[config.mk]
export PLATFORM = sky130hd
export DESIGN_NAME = mac_secuencial
export DESIGN_NICKNAME = d
export VERILOG_FILES = /design/src/rtl/mac_secuencial_pkg.sv /design/src/rtl/mac_secuencial_sat_sumador.sv /design/src/rtl/mac_secuencial.sv
export SDC_FILE = /design/constraint.sdc
export NUM_CORES = 2
export LEC_CHECK = 0
export CAP_MARGIN = 20
export CORE_MARGIN = 2
export CORE_UTILIZATION = 52
export CTS_BUF_LIST = sky130_fd_sc_hd__clkbuf_8
export DETAILED_ROUTE_END_ITERATION = 7
export PLACE_DENSITY = 0.74
export REMOVE_ABC_BUFFERS = 1
export SYNTH_ARGS = -nofsm -noshare
export SYNTH_HDL_FRONTEND = slang
export SYNTH_SLANG_ARGS = --single-unit
export TNS_END_PERCENT = 30
[constraint.sdc]
create_clock -name clk -period 12.25 [get_ports clk]
set_input_delay 3.675 -clock clk [delete_from_list [all_inputs] [get_ports clk]]
set_output_delay 3.675 -clock clk [all_outputs]
set_load 0.005 [all_outputs]
[src/rtl/mac_secuencial_pkg.sv]
// Fixed-point definitions shared by the MAC datapath and the truncation stage downstream.
// Q4.19 samples and coefficients; the 2N-bit sum keeps FA+FB fraction bits.
package pkg_punto_fijo;

    localparam int N  = 24;
    localparam int FA = 19;
    localparam int FB = 19;

    localparam logic signed [2*N-1:0] SAT_POS = {2'b00, {(2*N-2){1'b1}}};
    localparam logic signed [2*N-1:0] SAT_NEG = {2'b11, {(2*N-2){1'b0}}};

    typedef enum logic [1:0] {
        IDLE  = 2'd0,
        ACUM  = 2'd1,
        DRAIN = 2'd2
    } estado_t;

endpackage

[src/rtl/mac_secuencial_sat_sumador.sv]
// Combinational (2N+1)-bit signed add with clamp to the 2N-1-bit signed range.
// The clamped result is sign-extended back to 2N bits; ovf flags any clamp.
module sat_sumador #(
    parameter int N = 24
) (
    input  logic signed [2*N-1:0] a,
    input  logic signed [2*N-1:0] b,
    output logic signed [2*N-1:0] suma,
    output logic                  ovf
);

    localparam logic signed [2*N:0] LIM_POS = {3'b000, {(2*N-2){1'b1}}};
    localparam logic signed [2*N:0] LIM_NEG = {3'b111, {(2*N-2){1'b0}}};

    logic signed [2*N:0] bruto;

    assign bruto = {a[2*N-1], a} + {b[2*N-1], b};

    always_comb begin
        ovf  = 1'b0;
        suma = bruto[2*N-1:0];
        if (bruto > LIM_POS) begin
            suma = LIM_POS[2*N-1:0];
            ovf  = 1'b1;
        end else if (bruto < LIM_NEG) begin
            suma = LIM_NEG[2*N-1:0];
            ovf  = 1'b1;
        end
    end

endmodule

[src/rtl/mac_secuencial.sv]
// Sequential signed MAC: TAPS pairs per frame, one registered product, saturating accumulator.
// Emits the clamped 2N-bit frame sum with a one-cycle sum_valid and a per-frame sat_flag.
module mac_secuencial #(
    parameter int N    = pkg_punto_fijo::N,
    parameter int TAPS = 8,
    parameter int CW   = (TAPS > 1) ? $clog2(TAPS) : 1
) (
    input  logic           clk,
    input  logic           reset,
    input  logic [N-1:0]   Dato_A,
    input  logic [N-1:0]   Dato_B,
    input  logic           in_valid,
    output logic           in_ready,
    output logic [2*N-1:0] Datos_Sum,
    output logic           sum_valid,
    output logic           sat_flag
);

    import pkg_punto_fijo::*;

    estado_t                estado;
    logic [CW-1:0]          cnt;
    logic signed [2*N-1:0]  a_ext;
    logic signed [2*N-1:0]  b_ext;
    logic signed [2*N-1:0]  prod_q;
    logic                   vld_p0;
    logic signed [2*N-1:0]  acc_p1;
    logic                   sticky_sat;
    logic signed [2*N-1:0]  suma;
    logic                   ovf;
    logic                   acepta;

    assign in_ready = (estado != DRAIN);
    assign acepta   = in_valid && in_ready;
    assign a_ext    = {{N{Dato_A[N-1]}}, Dato_A};
    assign b_ext    = {{N{Dato_B[N-1]}}, Dato_B};

    sat_sumador #(.N(N)) u_sat_sumador (
        .a    (acc_p1),
        .b    (prod_q),
        .suma (suma),
        .ovf  (ovf)
    );

    always_ff @(posedge clk or posedge reset) begin
        if (reset) begin
            estado     <= IDLE;
            cnt        <= '0;
            prod_q     <= '0;
            vld_p0     <= 1'b0;
            acc_p1     <= '0;
            sticky_sat <= 1'b0;
            Datos_Sum  <= '0;
            sum_valid  <= 1'b0;
            sat_flag   <= 1'b0;
        end else begin
            // Stage 0: product of the accepted pair; vld_p0 marks it as pending for the adder
            if (acepta) begin
                prod_q <= a_ext * b_ext;
            end
            vld_p0    <= acepta;
            sum_valid <= 1'b0;

            // Stage 1: accumulate the pending product, close the frame in DRAIN
            unique case (estado)
                IDLE: begin
                    acc_p1 <= '0;
                    cnt    <= '0;
                    if (acepta) begin
                        cnt    <= CW'(1);
                        estado <= (TAPS == 1) ? DRAIN : ACUM;
                    end
                end
                ACUM: begin
                    if (vld_p0) begin
                        acc_p1     <= suma;
                        sticky_sat <= sticky_sat | ovf;
                    end
                    if (acepta) begin
                        cnt <= cnt + CW'(1);
                        if (cnt == CW'(TAPS - 1)) begin
                            estado <= DRAIN;
                        end
                    end
                end
                DRAIN: begin
                    Datos_Sum  <= suma;
                    sat_flag   <= sticky_sat | ovf;
                    sum_valid  <= 1'b1;
                    acc_p1     <= '0;
                    cnt        <= '0;
                    sticky_sat <= 1'b0;
                    estado     <= IDLE;
                end
                default: estado <= IDLE;
            endcase
        end
    end

endmodule

==> run_results.csv <==
group,metric,value,unit
timing,rsz0062_at_grt,"false",
worst_setup_path,cp_top_family,"adder cells",
floorplan,die_w,243,um
worst_setup_path,ff2ff_setup_slack,8.10,ns
floorplan,die_area,59200,um^2
drt,drc,0,
worst_setup_path,start_kind,"input port",
floorplan,coreArea,56500,um^2
floorplan,start_util,0.527,
drt,drt-total-wl,73800,um
timing,skew,0.0168,ns
synthesis,synthAdderAreaFrac,0.488,
drt,via_per_inst,5.47,
synthesis,synth.avg_cell_area,9.20,um^2
drt,first_iter_violations,1509,
worst_setup_path,timing.rr.end,"Datos_Sum[23]$_DFFE_PP0P_",
timing,min_period,11.17,ns
synthesis,synth_seq_area_share,0.129,
synthesis,synth_compound_area_frac,0.101,
drt,wl_per_cell,18.3,um
synthesis,synth_ff_type,"dfrtp_1",
placed_design,hpwl,61400,um
cts,cts_tree,"done",
timing,hold_violations,0,
worst_setup_path,worstReg2RegStart,"prod_q[0]$_DFFE_PP0P_",
global_routing,use_met3,0.0422,
worst_setup_path,crit_slowest_cell,"clkdlybuf4s50_1",
cts,clockRootBuffer,"clkbuf_8",
synthesis,yosys.area_share.simple,0.153,
cts,cts_buffers,17,
synthesis,ys_types,77,
cts,cts_sinks,153,
timing,min_period_over_period,0.912,
global_routing,grt-busiest-layer,"met2",
synthesis,async_flop_share,1.00,
run_status,status,"completed",
global_routing,grt_max_degree,99,
floorplan,rows,87,
timing,max_clock_freq,89.5,MHz
worst_setup_path,worstPathArrival,11.57,ns
cts,ctsResizeCount,0,
floorplan,die_height,243,um
cts,path_clk_slew,0.09,ns
worst_setup_path,critPathRequiredTime,12.65,ns
worst_setup_path,cpPeakStageDelay,0.71,ns
cts,cts_buffer_depth,2,
placed_design,port_buffers,101,
synthesis,synth_cells,3233,
min_path,min_to,"Datos_Sum[0]$_DFFE_PP0P_",
global_routing,grt-ovfl-total,0,
timing,setup_tns,0,ns
global_routing,grtUsageMet2,0.411,
global_routing,antenna_found_initial,0,
timing,setup_viol,0,
global_routing,globalRouteTotalUtil,0.260,
min_path,holdPathStages,1,
min_path,hold_class,"flop to flop",
worst_setup_path,worstPathCellList,"clkdlybuf4s50_1 -> nand2_1 -> inv_1 -> fa_1 -> fa_1 -> inv_1 -> fa_1 -> fa_1 -> fa_1 -> inv_1 -> fa_1 -> inv_1 -> fa_1 -> inv_1 -> ha_1 -> nand4_1 -> nor4_1 -> nand3b_1 -> a21oi_1 -> nor3_1 -> o41ai_1 -> a21oi_1 -> nand4b_1 -> nand3_1",
worst_setup_path,critPathKind,"input port to flop",
drt,via_count,22100,
global_routing,grt_pass1_vias,23300,
synthesis,netlist_area,29800,um^2
worst_setup_path,reg2regPathDepth,12,
global_routing,grt.met1_usage,0.377,
worst_setup_path,crit_fanout,13,
timing,maxSlewViolCount,0,
synthesis,yosys_warnings,0,
drt,ant_nets,0,
synthesis,ys_ff_latch,153,
worst_setup_path,cpMostUsedCell,"fa_1",
run,drv_cap,0,
timing,tightestPinTransition,1.02,ns
finish,nets,4114,
placed_design,gp_congestion,0.948,
synthesis,synth_xor_area_frac,0.0271,
timing,worst_slew_margin_rel,0.319,
drt,dr.pass1.iters,7,
synthesis,synth_top_family_by_area,"adder cells",
worst_setup_path,cp-end-kind,"flop",
cts,clk_latency,0.46,ns
floorplan,io_pins,102,
finish,drive_above_1_share,0.0366,
worst_setup_path,path_buf_inv,6,
cts,cts_max_level,4,
finish,n_antenna_cell,0,
synthesis,synth_edf_count,0,
cts,ctsHoldBuffers,0,
synthesis,synth.area.mux_share,0,
min_path,hp-start,"Datos_Sum[0]$_DFFE_PP0P_",
finish,area_growth,7.67,%
finish,nFillCells,4915,
cts,postCtsSetupRepairBufs,0,
global_routing,grt_pass1_wl,123000,um
==> metrics by stage <==
step,setup slack (ns),utilization,std cells,hold WS [ns],instance area (um^2)
floorplan,2.07,-,3076,0.445,29100
global placement,0.699,0.560,4004,0.467,31600
detailed placement,0.616,0.560,4004,0.474,31600
CTS,1.12,0.567,4036,0.494,32000
global route,0.583,0.567,4036,0.532,32000
finish,1.08,0.567,4036,0.499,32000
==> worst max-delay path by stage <==
stage / from / to / slack [ns] / cells past startpoint
after floorplan: Dato_A[23] / prod_q[46]$_DFFE_PP0P_ / 2.07 / 24
after global placement: Dato_A[23] / prod_q[47]$_DFFE_PP0P_ / 0.70 / 24
after detailed placement: Dato_A[23] / prod_q[47]$_DFFE_PP0P_ / 0.62 / 24
after CTS: Dato_A[23] / prod_q[47]$_DFFE_PP0P_ / 1.12 / 24
after global routing: Dato_A[23] / prod_q[47]$_DFFE_PP0P_ / 0.58 / 24
final: Dato_A[23] / prod_q[47]$_DFFE_PP0P_ / 1.08 / 24
==> cell usage in the layout, fill, tap and decap left out, types with 13 or more instances in the layout <==
cell type | netlist | final
nand3_1 | 20 | 20
nor2_1 | 118 | 118
dfrtp_1 | 153 | 153
nand2_1 | 456 | 455
and2_1 | 274 | 274
inv_1 | 638 | 642
clkdlybuf4s50_1 | 0 | 101
and3_1 | 13 | 13
xor2_1 | 37 | 37
clkbuf_8 | 0 | 17
a21o_1 | 43 | 43
nand2b_1 | 14 | 14
buf_4 | 0 | 71
xnor2_1 | 55 | 55
o21ai_0 | 82 | 82
a31oi_1 | 52 | 52
a221o_1 | 43 | 43
ha_1 | 188 | 187
nor3_1 | 19 | 19
fa_1 | 608 | 608
a21oi_1 | 99 | 99
==> sequential cells by signal, indices dropped and copies added, names as in the netlist, 2 cells and up <==
register,flops
Datos_Sum,48
estado,2
cnt,3
acc_p1,48
prod_q,48
==> synth_stat cells (8+ instances only) <==
library cell | instances | area, um^2
nor3_1 | 19 | 95.1
ha_1 | 188 | 2350
nand3_1 | 20 | 100
clkbuf_1 | 136 | 510
nand2_1 | 456 | 1710
o21ai_0 | 82 | 410
a221o_1 | 43 | 430
o31ai_1 | 12 | 90.1
xnor2_1 | 55 | 482
nor2_1 | 118 | 443
a21oi_1 | 99 | 495
buf_2 | 10 | 50.1
nor2b_1 | 8 | 50.1
and2_1 | 274 | 1710
and3_1 | 13 | 81.3
fa_1 | 608 | 12200
nand4_1 | 11 | 68.8
a211oi_1 | 11 | 82.6
o21a_1 | 12 | 90.1
a21o_1 | 43 | 323
a31oi_1 | 52 | 325
xor2_1 | 37 | 324
o21bai_1 | 12 | 90.1
dfrtp_1 | 153 | 3830
nand2b_1 | 14 | 87.6
inv_1 | 638 | 2390
==> metal layers <==
| layer | wire (um) | vias up | share of wire |
|---|---|---|---|
| met4 | 1540 | 0 | 0.021 |
| met3 | 5750 | 94 | 0.078 |
| li1 | - | 10000 | - |
| met5 | 0 | - | 0 |
| met2 | 33400 | 837 | 0.45 |
| met1 | 33100 | 11100 | 0.45 |
==> area by class of cell <==
type / instances / area [um^2] / share of cell area
multi-input cells: 2284 / 22900 / 0.715
flip-flops and latches: 153 / 3830 / 0.120
inverters: 639 / 2400 / 0.0750
repair buffers: 172 / 1540 / 0.0482
well taps: 756 / 946 / 0.0295
clock buffers: 17 / 234 / 0.00730
clock inverters: 15 / 164 / 0.00512
==> cells by family (layout without fill, tap and decap cells) <==
logic type | Yosys count | after routing
compound gates | 437 | 437
simple gates | 959 | 959
buf+inv | 796 | 843
flops | 153 | 153
fa+ha+maj | 796 | 796
xor+xnor | 92 | 92
Power is not shown: default switching activity piles up to over one toggle a cycle in this logic, so the estimate is an artifact.
